<file path="src/rtl/mul_issue_wb.sv">
// Issue/writeback control stage around the combinational RV32M multiplier.
// Define MUL_B2B_EN to accept a new op in the same edge a result handshakes.
module mul_issue_wb #(
  parameter int dataW = 32,
  parameter int LAT   = 1,
  parameter int RDW   = 5
) (
  input  logic             clk,
  input  logic             nReset,
  input  logic             in_valid,
  output logic             in_ready,
  input  logic [2:0]       funct3,
  input  logic [dataW-1:0] rs1,
  input  logic [dataW-1:0] rs2,
  input  logic [RDW-1:0]   rd,
  output logic [dataW-1:0] mul_M,
  output logic [dataW-1:0] mul_Q,
  output logic [dataW-1:0] mul_UM,
  output logic [dataW-1:0] mul_UQ,
  output logic [1:0]       mul_code,
  input  logic [dataW-1:0] mul_result,
  output logic             out_valid,
  input  logic             out_ready,
  output logic [dataW-1:0] out_data,
  output logic [RDW-1:0]   out_rd,
  output logic             out_illegal,
  output logic             busy
);

  localparam logic [1:0] S_IDLE = 2'd0;
  localparam logic [1:0] S_CALC = 2'd1;
  localparam logic [1:0] S_DONE = 2'd2;

  localparam logic [1:0] MULC    = 2'b00;
  localparam logic [1:0] MULHC   = 2'b01;
  localparam logic [1:0] MULHSUC = 2'b10;
  localparam logic [1:0] MULHUC  = 2'b11;

  localparam logic [3:0] CNT_INIT = 4'(LAT - 1);

  logic [1:0]       state_q, state_d;
  logic [3:0]       cnt_q, cnt_d;
  logic [dataW-1:0] m_q, m_d, q_q, q_d, um_q, um_d, uq_q, uq_d;
  logic [1:0]       code_q, code_d;
  logic             ill_q, ill_d;
  logic [RDW-1:0]   rd_q, rd_d;
  logic [dataW-1:0] out_data_q, out_data_d;
  logic [RDW-1:0]   out_rd_q, out_rd_d;
  logic             out_ill_q, out_ill_d;
  logic             accept_s;

`ifdef MUL_B2B_EN
  assign in_ready = nReset && ((state_q == S_IDLE) || ((state_q == S_DONE) && out_ready));
`else
  assign in_ready = nReset && (state_q == S_IDLE);
`endif

  assign accept_s = in_valid && in_ready;

  // Next-state: capture on the last settle cycle, hold in DONE, latch a new op on accept.
  always_comb begin
    state_d    = state_q;
    cnt_d      = cnt_q;
    m_d        = m_q;
    q_d        = q_q;
    um_d       = um_q;
    uq_d       = uq_q;
    code_d     = code_q;
    ill_d      = ill_q;
    rd_d       = rd_q;
    out_data_d = out_data_q;
    out_rd_d   = out_rd_q;
    out_ill_d  = out_ill_q;
    case (state_q)
      S_IDLE: begin
        state_d = S_IDLE;
      end
      S_CALC: begin
        if (cnt_q == 4'd0) begin
          state_d    = S_DONE;
          out_data_d = ill_q ? '0 : mul_result;
          out_rd_d   = rd_q;
          out_ill_d  = ill_q;
        end else begin
          cnt_d = cnt_q - 4'd1;
        end
      end
      S_DONE: begin
        if (out_ready) begin
          state_d = S_IDLE;
        end else begin
          state_d = S_DONE;
        end
      end
      default: begin
        state_d = S_IDLE;
      end
    endcase
    // MULHSU swaps Q/UM so the multiplier's UM*Q yields signed rs1 x unsigned rs2.
    if (accept_s) begin
      state_d = S_CALC;
      cnt_d   = CNT_INIT;
      rd_d    = rd;
      ill_d   = funct3[2];
      m_d     = rs1;
      uq_d    = rs2;
      if (funct3 == 3'b010) begin
        q_d  = rs1;
        um_d = rs2;
      end else begin
        q_d  = rs2;
        um_d = rs1;
      end
      case (funct3)
        3'b000:  code_d = MULC;
        3'b001:  code_d = MULHC;
        3'b010:  code_d = MULHSUC;
        3'b011:  code_d = MULHUC;
        default: code_d = MULC;
      endcase
    end else begin
      rd_d = rd_q;
    end
  end

  // State and datapath registers.
  always_ff @(posedge clk or negedge nReset) begin
    if (!nReset) begin
      state_q    <= S_IDLE;
      cnt_q      <= 4'd0;
      m_q        <= '0;
      q_q        <= '0;
      um_q       <= '0;
      uq_q       <= '0;
      code_q     <= 2'b00;
      ill_q      <= 1'b0;
      rd_q       <= '0;
      out_data_q <= '0;
      out_rd_q   <= '0;
      out_ill_q  <= 1'b0;
    end else begin
      state_q    <= state_d;
      cnt_q      <= cnt_d;
      m_q        <= m_d;
      q_q        <= q_d;
      um_q       <= um_d;
      uq_q       <= uq_d;
      code_q     <= code_d;
      ill_q      <= ill_d;
      rd_q       <= rd_d;
      out_data_q <= out_data_d;
      out_rd_q   <= out_rd_d;
      out_ill_q  <= out_ill_d;
    end
  end

  assign mul_M       = m_q;
  assign mul_Q       = q_q;
  assign mul_UM      = um_q;
  assign mul_UQ      = uq_q;
  assign mul_code    = code_q;
  assign out_valid   = (state_q == S_DONE);
  assign out_data    = out_data_q;
  assign out_rd      = out_rd_q;
  assign out_illegal = out_ill_q;
  assign busy        = (state_q != S_IDLE);

endmodule

</file>
<file path="config.mk">
export PLATFORM = sky130hd
export DESIGN_NAME = mul_issue_wb
export DESIGN_NICKNAME = d
export VERILOG_FILES = /design/src/rtl/mul_issue_wb.sv
export SDC_FILE = /design/constraint.sdc
export NUM_CORES = 1
export LEC_CHECK = 0
export ABC_AREA = 1
export CORE_UTILIZATION = 30
export CTS_BUF_LIST = sky130_fd_sc_hd__clkbuf_8
export DETAILED_ROUTE_END_ITERATION = 7
export SYNTH_ARGS = -nofsm -noshare
export SYNTH_HDL_FRONTEND = slang
export SYNTH_SLANG_ARGS = --single-unit
export TNS_END_PERCENT = 1
</file>
<file path="constraint.sdc">
create_clock -name clk -period 1.7 [get_ports clk]
set_input_delay 0.34 -clock clk [delete_from_list [all_inputs] [get_ports clk]]
set_output_delay 0.34 -clock clk [all_outputs]
set_load 0.01 [all_outputs]
</file>
==> results of run 1 <==
[layer usage]
layer	global-route usage (%)	routed length, um
met4	4.288	265
met2	27.25	9886
met3	5.031	1504
met5	0	0
met1	22.15	9882
[worst max path at each step]
stage | start | endpoint | slack, ps | depth (start not counted)
final | state_q[0] | out_valid | 60 | 4
after global routing | state_q[0] | in_ready | -9 | 5
after CTS | state_q[1] | in_ready | -100 | 5
after detailed placement | in_valid | mul_UQ[4] | -60 | 7
after global placement | funct3[1] | mul_UM[21] | -30 | 9
after floorplan | state_q[0] | cnt_q[3] | 240 | 11
[registers in the layout (all words and copies together) (netlist names)]
register,flops
cnt_q,4
ill_q,1
mul_M,32
mul_Q,32
mul_UM,32
mul_UQ,32
mul_code,2
out_data,32
out_illegal,1
out_rd,5
rd_q,5
state_q,2
[cells in the final DEF, fill, tap and decap left out, drive strengths merged]
cell type        n
bufinv           2
clkbuf          19
clkinv           5
dlygate4sd2    168
a21oi            2
dfrtp          180
clkdlybuf4s50  106
nand2          448
nor2             7
o21ai           80
buf             32
xor2             1
nand4            1
ha               5
nand3           67
clkinvlp         2
inv             91
[cell usage after synthesis, drive strengths merged]
cell    number  area (um2)
a21oi        2       10.01
buf         40       231.5
nor2         7       41.29
ha           5       62.56
o21ai       80       400.4
nand2      448        1684
xor2         1       8.760
dfrtp      180        4504
nand4        1       6.260
nand3       67       347.8
inv         86       322.8
clkbuf      10       37.54
[logic make-up (layout without fill, tap and decap cells)]
logic type                 Yosys count  count (layout)  share of synthesized area [%]
DFF                                180             180                          58.82
AOI/OAI and AO/OA                   82              82                          5.360
adders and majority gates            5               5                         0.8170
buffers and inverters              136             425                          7.729
and+or+nand+nor                    523             523                          27.16
xor gates and xnor gates             1               1                         0.1144
[stage by stage]
stage | power [W] | cells | util [%] | cell area [um2] | hold slack, ps
after floorplan | 0.006651 | 927 | - | 7657 | 44.41
final | 0.01118 | 1546 | 44.56 | 11190 | -18.20
after global placement | 0.008774 | 1511 | 43.59 | 10950 | 456.8
after CTS | 0.01136 | 1544 | 44.41 | 11150 | 41.89
after detailed placement | 0.008803 | 1511 | 43.59 | 10950 | 458.3
after global routing | 0.01191 | 1546 | 44.56 | 11190 | 27.35
[power groups by stage]
stage | Sequential (W) | Combinational, W | Clock, W
floorplan | 0.00577 | 0.000878 | 0
global placement | 0.00545 | 0.00332 | 0
detailed placement | 0.00546 | 0.00335 | 0
CTS | 0.00536 | 0.00287 | 0.00314
global route | 0.00545 | 0.00314 | 0.00333
finish | 0.00535 | 0.00282 | 0.00302
[timing repair]
item / 4_1_cts / 5_1_grt
endpoints found under the setup margin: 171 / 3
pin swaps: 2 / 2
buffers inserted: 1 / 3
gates resized for setup: 185 / 6
[area by class of cell]
cell class | count | area (um2)
Timing Repair Buffer | 307 | 2942
Inverter | 86 | 327.8
Clock buffer | 18 | 247.7
Sequential cell | 180 | 4504
Tap cell | 330 | 412.9
Multi-Input combinational cell | 611 | 2601
Fill cell | 2527 | 13920
Clock inverter | 14 | 152.6
==> results by group, run 1 <==
Worst setup path
  • Worst r2r path cells: 7
  • Startpoint types: register
  • Critical path endpoint category: output pin
  • Buf/Inv on CP: 3
  • Cell Chain, Critical Path: inv_2, buf_4, ha_4, buf_6
  • Delay-heaviest family, CP: flip-flops
  • Crit-path max cell delay: ~380 ps
  • Critical path class: register to output pin
  • Reg-to-reg slack, setup: ~140 ps
  • CP max stage cell: dfrtp_1
  • Crit-path max FO: 2
  • CP required: between 1000 and 1500 ps
  • Worst Path Arrival: roughly 1300 ps
  • R2R Path Start: state_q[0]
  • RR Endpoint: mul_UQ[4]

Pwr
  • Sequential group share of total power: between 40% and 50%
  • Psw: between 0.003 and 0.004 W
  • Switching Share: between 30% and 40%
  • Internal power: 0.007683 W
  • Pleak: 6.080 nW
  • Pwr dens: around 1000 nW/um2
  • Clk pwr share: roughly 27%
  • Gate power share: between 20% and 30%
  • Max VDD drop: roughly 490 uV

Floorplanning
  • Area of the core: about 25000 um2
  • IO Pins: roughly 280
  • Initial Util: between 30% and 40%
  • Die ar.: approximately 26000 um2
  • Rows: between 50 and 60
  • Die height: 161.8 um
  • Die Span X: 161.8 um

Status
  • Failing checks: negative hold slack
  • Status: finished with violations

Placed design
  • GP Congestion: just under 0.8
  • Pre-CTS setup slack: -62.56 ps
  • DPL Wire Length: about 15000 um
  • IO Port Bufs: about 280

Run
  • Max-cap violations: 0

Synthesis
  • Post-synthesis sequential area ratio: between 50% and 60%
  • Synth Warn #: 0
  • Synthesized flop and latch total: 180
  • Mapped cell area: ~7700 um2
  • Mapped Cells: about 930
  • Syn_area_per_cell: 8.260 um2
  • Yosys cell types: 21
  • Syn Nets: approximately 1000

Clock tree
  • Clk pin slew, worst setup/hold paths: 100 ps
  • CTS Buffer Depth: 2
  • Clock Latency Late Sink: 460 ps
  • Clk Tree Root Cell: clkbuf_8
  • H-tree depth: 4
  • Number of buffers created by CTS: 17
  • TritonCTS clock tree: yes
  • CTS Sinks: between 150 and 200
  • Hold_buf cts: 0

STA
  • Worst hold slack: -18.20 ps
  • Min Tclk post-route: between 1500 and 2000 ps
  • Max Transition Viols Final: 0
  • Clock skew: just over 10 ps
  • RSZ-0062 raised after global routing: true
  • Setup violations, final: 0
  • Worst-Margin Slew: a little under 800 ps
  • Post-route setup slack: roughly 65 ps
  • Slew margin rel.: roughly 48%
  • Achievable Freq: 611.5 MHz
  • Final worst-path cycle share: between 90% and 100%
  • TNS Setup: 0 ps
  • Final Hold Fails: 1

Routing
  • Routed vias/inst: approximately 4.3
  • TritonRoute pass-1 iters: 4
  • DRC viols: 0
  • First DRT Iteration DRCs: 289
  • Final WL: around 22000 um
  • Detailed-route via count: 6721
  • Drt wl/cell: around 14 um
  • Final ANT Viol Nets: 0

Finish
  • Synth-to-layout area growth: 46.11%
  • # diodes: 0
  • Layout Nets: approximately 1300
  • Layout cells sized above 1: approximately 6.5%

Global routing
  • Total track usage: 16.92%
  • Global route overflow: 0
  • Vias in the first global route: 6625
  • Largest net degree at the start of global routing: about 130
  • Global-route wire length before repair: between 30000 and 40000 um
  • Initial antenna violation count: 0

Hold path
  • HP Class: input pin to asynchronous set/reset pin
(Power assumes the default switching activity.)
==> run 2: changes to the inputs <==
- CORE_UTILIZATION: 30 -> 40
- PLACE_DENSITY: default -> 0.76
- clock period: 1.7 -> 1.3 ns (I/O delays scaled with it)
==> run 2 against run 1 <==
  * The run ends with negative setup slack left
  * Power grew 33%
  * Cell count is 5.6% lower
  * Global-route usage increased by 5.1 points
  * Critical path type unchanged
  * Sequential power increased by 32%
  * Sequential share of layout area up 1.4 points
  * Clock power grew 34%
  * Register-to-register slack worse by 380 ps
  * Clock skew about the same
  * Combinational power is 32% higher
  * Via count up 1.7%
==> results by group, run 2 (synthesized netlist as in run 1, its figures left out) <==
Status
  • Status: finished with violations
  • Failing checks: negative setup slack

STA
  • Setup violations, final: approximately 180
  • Post-route setup slack: -283.0 ps
  • Min Tclk post-route: approximately 1600 ps
  • Clock skew: around 11 ps
  • Max Transition Viols Final: 0
  • Achievable Freq: approximately 630 MHz
  • Worst hold slack: roughly 340 ps
  • Final Hold Fails: 0
  • Final worst-path cycle share: 121.8%
  • RSZ-0062 raised after global routing: true
  • Slew margin rel.: ~67%
  • Worst-Margin Slew: roughly 500 ps

Routing
  • Drt wl/cell: around 14 um
  • Routed vias/inst: between 4 and 5
  • Detailed-route via count: 6835
  • Final WL: ~21000 um
  • Final ANT Viol Nets: 0
  • TritonRoute pass-1 iters: 4
  • DRC viols: 0
  • First DRT Iteration DRCs: between 300 and 400

Floorplanning
  • Initial Util: roughly two fifths
  • Area of the core: 18710 um2
  • IO Pins: about 280
  • Die height: 140.4 um
  • Die ar.: 19700 um2
  • Die Span X: roughly 140 um
  • Rows: 50

Finish
  • Most common cell after layout, fill and taps aside: nand2_1
  • Reg area: between 4000 and 5000 um2
  • Final core occ: just under 60%
  • Commonest non-fill, non-tap cells in the layout: nand2_1 (442), dfrtp_1 (180), buf_2 (133)
  • Multi-input gate area: 2643 um2
  • Layout Nets: roughly 1300
  • FILL cells: 1701
  • # diodes: 0
  • Synth-to-layout area growth: 41.31%
  • Layout cells sized above 1: 21.55%

Pwr
  • Final total power: about 0.015 W
  • Pleak: just under 6 nW
  • Max VDD drop: 794.5 uV
  • Pwr dens: 1370 nW/um2

Run
  • Max-cap violations: 0

Placed design
  • GP Congestion: 0.7871
  • IO Port Bufs: 278
  • DPL Wire Length: 14910 um

Worst setup path
  • Critical path class: register to output pin
  • Startpoint types: register
  • CP required: 1040 ps
  • Crit-path max FO: 2
  • Worst Path Arrival: around 1300 ps
  • Critical path endpoint category: output pin

Clock tree
  • Clk Tree Root Cell: clkbuf_8
  • Clk pin slew, worst setup/hold paths: 100 ps
  • CTS Sinks: 180
  • CTS Buffer Depth: 2
  • H-tree depth: 4
  • TritonCTS clock tree: yes
  • Number of buffers created by CTS: 17
  • Clock Latency Late Sink: about 450 ps

Global routing
  • Global-route wire length before repair: roughly 34000 um
  • Global route overflow: 0
  • Initial antenna violation count: 0
  • Vias in the first global route: roughly 6700
  • Largest net degree at the start of global routing: between 60 and 70
  • Total track usage: between 20% and 30%

Hold path
  • HP Class: input pin to register
-- run 2: cell count changes in the layout (fill, tap and decap cells not counted), moves of 3 or more --
cell,before,now
buf_2,1,133
buf_4,17,21
buf_6,2,40
dlygate4sd2_1,168,0
nand2_1,445,442
o21ai_0,35,24
o21ai_1,45,55
-- run 2: final timing paths --
check	start	slack (ps)	endpoint	cells past startpoint
min	mul_result[24]	340	out_data[24]	3
max reg2reg	state_q[0]	-240	state_q[1]	8
max	state_q[0]	-280	in_ready	5
min reg2reg	out_data[21]	480	out_data[21]	2
min in group asynchronous	nReset	350	out_data[4]	3
max in group asynchronous	nReset	320	cnt_q[1]	4
-- run 2: per-stage QoR --
stage	worst slack, ps	area [um2]	TNS [ps]	instances
global placement	-428.9	10920	-50400	1425
floorplan	-101.7	7700	-12020	927
CTS	-319.1	10580	-30700	1459
finish	-283.0	10820	-28860	1459
detailed placement	-471.8	10920	-54480	1425
global route	-352.0	10820	-42960	1459
-- run 2: area by class of cell --
class	count	share of cell area (%)
flip-flops and latches	180	41.63
multi-input cells	611	24.42
repair buffers	316	24.39
inverters	86	3.030
well taps	234	2.706
clock buffers	17	2.162
clock inverters	15	1.665
-- run 2: where the power goes --
| group | internal [W] | switching [W] |
|---|---|---|
| registers | 0.00653 | 0.000532 |
| clock network | 0.00192 | 0.00213 |
| logic | 0.00175 | 0.00197 |
| total | 0.0102 | 0.00463 |
-- run 2: metal layers --
layer / track usage, % / part of all wire, %
met4: 7.056 / 2.0
met3: 6.769 / 8.0
met1: 27.89 / 42
met2: 35.82 / 48
met5: 0 / 0
-- run 2: critical path: stages (launching register included) --
cell     delay [ps]
dfrtp_1         400
inv_2            90
ha_4            160
nand2_4          80
inv_2            60
buf_6            90
-- run 2: what timing repair did --
action,in CTS,in global routing
hold buffers,1,0
pin swaps,3,0
resized for setup,709,47
endpoints found under the hold margin,10,0
setup buffers,1,0
setup endpoints to repair,351,285
==> run 3: changes to the inputs <==
- CORE_MARGIN: default -> 4
==> run 3 against run 2 <==
  * The run still ends with negative setup slack left
  * Utilization fell by 0.75 points
  * Critical path type unchanged
  * Critical endpoint is now busy
  * Cell area fell by 0.96%
  * Highest routed layer is now met5
  * Sequential share of layout area rose by 0.40 points
  * Sequential power barely moved
  * Combinational power fell by 2%
  * Largest power group unchanged
  * Non-clock buffer count rose by 2
==> results by group, run 3 (synthesized netlist as in run 1, its figures left out) <==
Status
  • Status: finished with violations
  • Failing checks: negative setup slack

Floorplanning
  • Die height: about 150 um
  • Die ar.: 21420 um2
  • Area of the core: between 15000 and 20000 um2
  • IO Pins: 279
  • Initial Util: 40.80%
  • Rows: 50
  • Die Span X: approximately 150 um

Worst setup path
  • Worst Path Arrival: ~1300 ps
  • RR Endpoint: mul_M[4]
  • Reg-to-reg slack, setup: -170 ps
  • Crit-path max cell delay: ~390 ps
  • R2R Path Start: state_q[0]
  • Critical path endpoint category: output pin
  • Critical path class: register to output pin
  • CP max stage cell: dfrtp_1
  • Startpoint types: register
  • Worst r2r path cells: 9
  • CP required: 1040 ps
  • Crit-path max FO: 2
  • Cell Chain, Critical Path: inv_2, ha_4, buf_6, inv_2, buf_6

STA
  • Post-route setup slack: -260.3 ps
  • Setup violations, final: 183
  • Clock skew: about 9.6 ps
  • Achievable Freq: 640.9 MHz
  • Final worst-path cycle share: 120.0%
  • Min Tclk post-route: around 1600 ps
  • Max Transition Viols Final: 0
  • Slew margin rel.: between 60% and 70%
  • Worst-Margin Slew: about 580 ps
  • Final Hold Fails: 0
  • RSZ-0062 raised after global routing: true

Clock tree
  • CTS Sinks: 180
  • H-tree depth: 4
  • Number of buffers created by CTS: 17
  • Clk Tree Root Cell: clkbuf_8
  • TritonCTS clock tree: yes
  • CTS Buffer Depth: 2
  • Clock Latency Late Sink: 440 ps
  • Clk pin slew, worst setup/hold paths: 90 ps

Placed design
  • DPL Wire Length: roughly 16000 um
  • Pre-CTS setup slack: -371.1 ps
  • IO Port Bufs: 278
  • GP Congestion: between 0.8 and 0.9

Hold path
  • HP Class: input pin to register
  • Min-delay src: mul_result[5]
  • Worst hold stages: 3
  • Hold EP: out_data[5]

Finish
  • Final core occ: 57.10%
  • Commonest non-fill, non-tap cells in the layout: nand2_1 (440), dfrtp_1 (180), buf_2 (149)
  • Layout cells sized above 1: between 20% and 30%
  • Synth-to-layout area growth: 39.95%
  • Layout Nets: between 1000 and 1500
  • # diodes: 0
  • Most common cell after layout, fill and taps aside: nand2_1
  • FILL cells: 1734

Global routing
  • Total track usage: between 20% and 30%
  • Global-route wire length before repair: approximately 35000 um
  • Global route overflow: 0
  • Initial antenna violation count: 1
  • Vias in the first global route: 6758
  • Largest net degree at the start of global routing: between 100 and 150

Routing
  • First DRT Iteration DRCs: ~340
  • Final WL: between 20000 and 25000 um
  • Final ANT Viol Nets: 0
  • TritonRoute pass-1 iters: 6
  • Detailed-route via count: ~6900
  • Routed vias/inst: 4.755
  • DRC viols: 0
  • Drt wl/cell: ~15 um

Pwr
  • Psw: 0.004491 W
  • Max VDD drop: 640.3 uV
  • Pleak: roughly 6 nW
  • Internal power: 0.009971 W
  • Switching Share: between 30% and 40%
  • Final total power: 0.01446 W
  • Clk pwr share: roughly a quarter
  • Pwr dens: around 1300 nW/um2
  • Sequential group share of total power: approximately 50%
  • Gate power share: between 20% and 30%

Run
  • Max-cap violations: 0
-- run 3: per-layer routing --
metal,global-route usage (%),part of all wire [%],vias up
met5,0,0.058,-
met1,26.08,42,3229
met3,6.300,7.8,31
met2,33.43,48,270
li1,-,-,3406
met4,6.444,2.0,2
-- run 3: what timing repair did --
action                                  4_1_cts  5_1_grt
endpoints found under the setup margin      351      351
hold buffers                                  1        0
setup buffers                                 0        1
gates resized for setup                     709       35
cloned                                        0        0
pin swaps                                     2        0
endpoints found under the hold margin        14        0
-- run 3: critical path: cells and delay by family (launching register included) --
kind       cells  cell delay, ps
fa+ha+maj      1             160
buf+inv        4             310
flops          1             390
-- run 3: through the flow --
step	instance area (um2)	instances	TNS, ps	hold WS, ps
floorplan	7700	927	-12020	-35.59
global placement	10940	1427	-40470	288.3
detailed placement	10940	1427	-44090	293.7
CTS	10570	1458	-21250	305.3
global route	10720	1459	-35200	324.1
finish	10720	1459	-18950	345.2
-- run 3: power by group through the flow --
| stage | clock, W | combinational, W | sequential [W] |
|---|---|---|---|
| after floorplan | 0 | 0.00116 | 0.00755 |
| after global placement | 0 | 0.00434 | 0.00713 |
| after global routing | 0.00410 | 0.00405 | 0.00717 |
| final | 0.00375 | 0.00366 | 0.00705 |
| after CTS | 0.00388 | 0.00360 | 0.00703 |
| after detailed placement | 0 | 0.00443 | 0.00714 |
-- run 3: worst max-delay path by stage --
stage	startpoint	endpoint	slack, ps	depth (start not counted)
after floorplan	state_q[1]	cnt_q[2]	-100	11
after global placement	funct3[1]	mul_Q[15]	-340	9
after detailed placement	funct3[2]	mul_UM[23]	-370	7
after CTS	state_q[0]	busy	-320	5
after global routing	state_q[0]	busy	-350	5
final	state_q[0]	busy	-260	5
-- run 3: cell type report --
| type | instances | area, um2 | area share, % |
|---|---|---|---|
| flip-flops and latches | 180 | 4504 | 42.03 |
| clock buffers | 19 | 261.5 | 2.440 |
| repair buffers | 318 | 2571 | 23.99 |
| well taps | 234 | 292.8 | 2.732 |
| clock inverters | 11 | 115.1 | 1.074 |
| multi-input cells | 611 | 2636 | 24.60 |
| inverters | 86 | 335.3 | 3.129 |
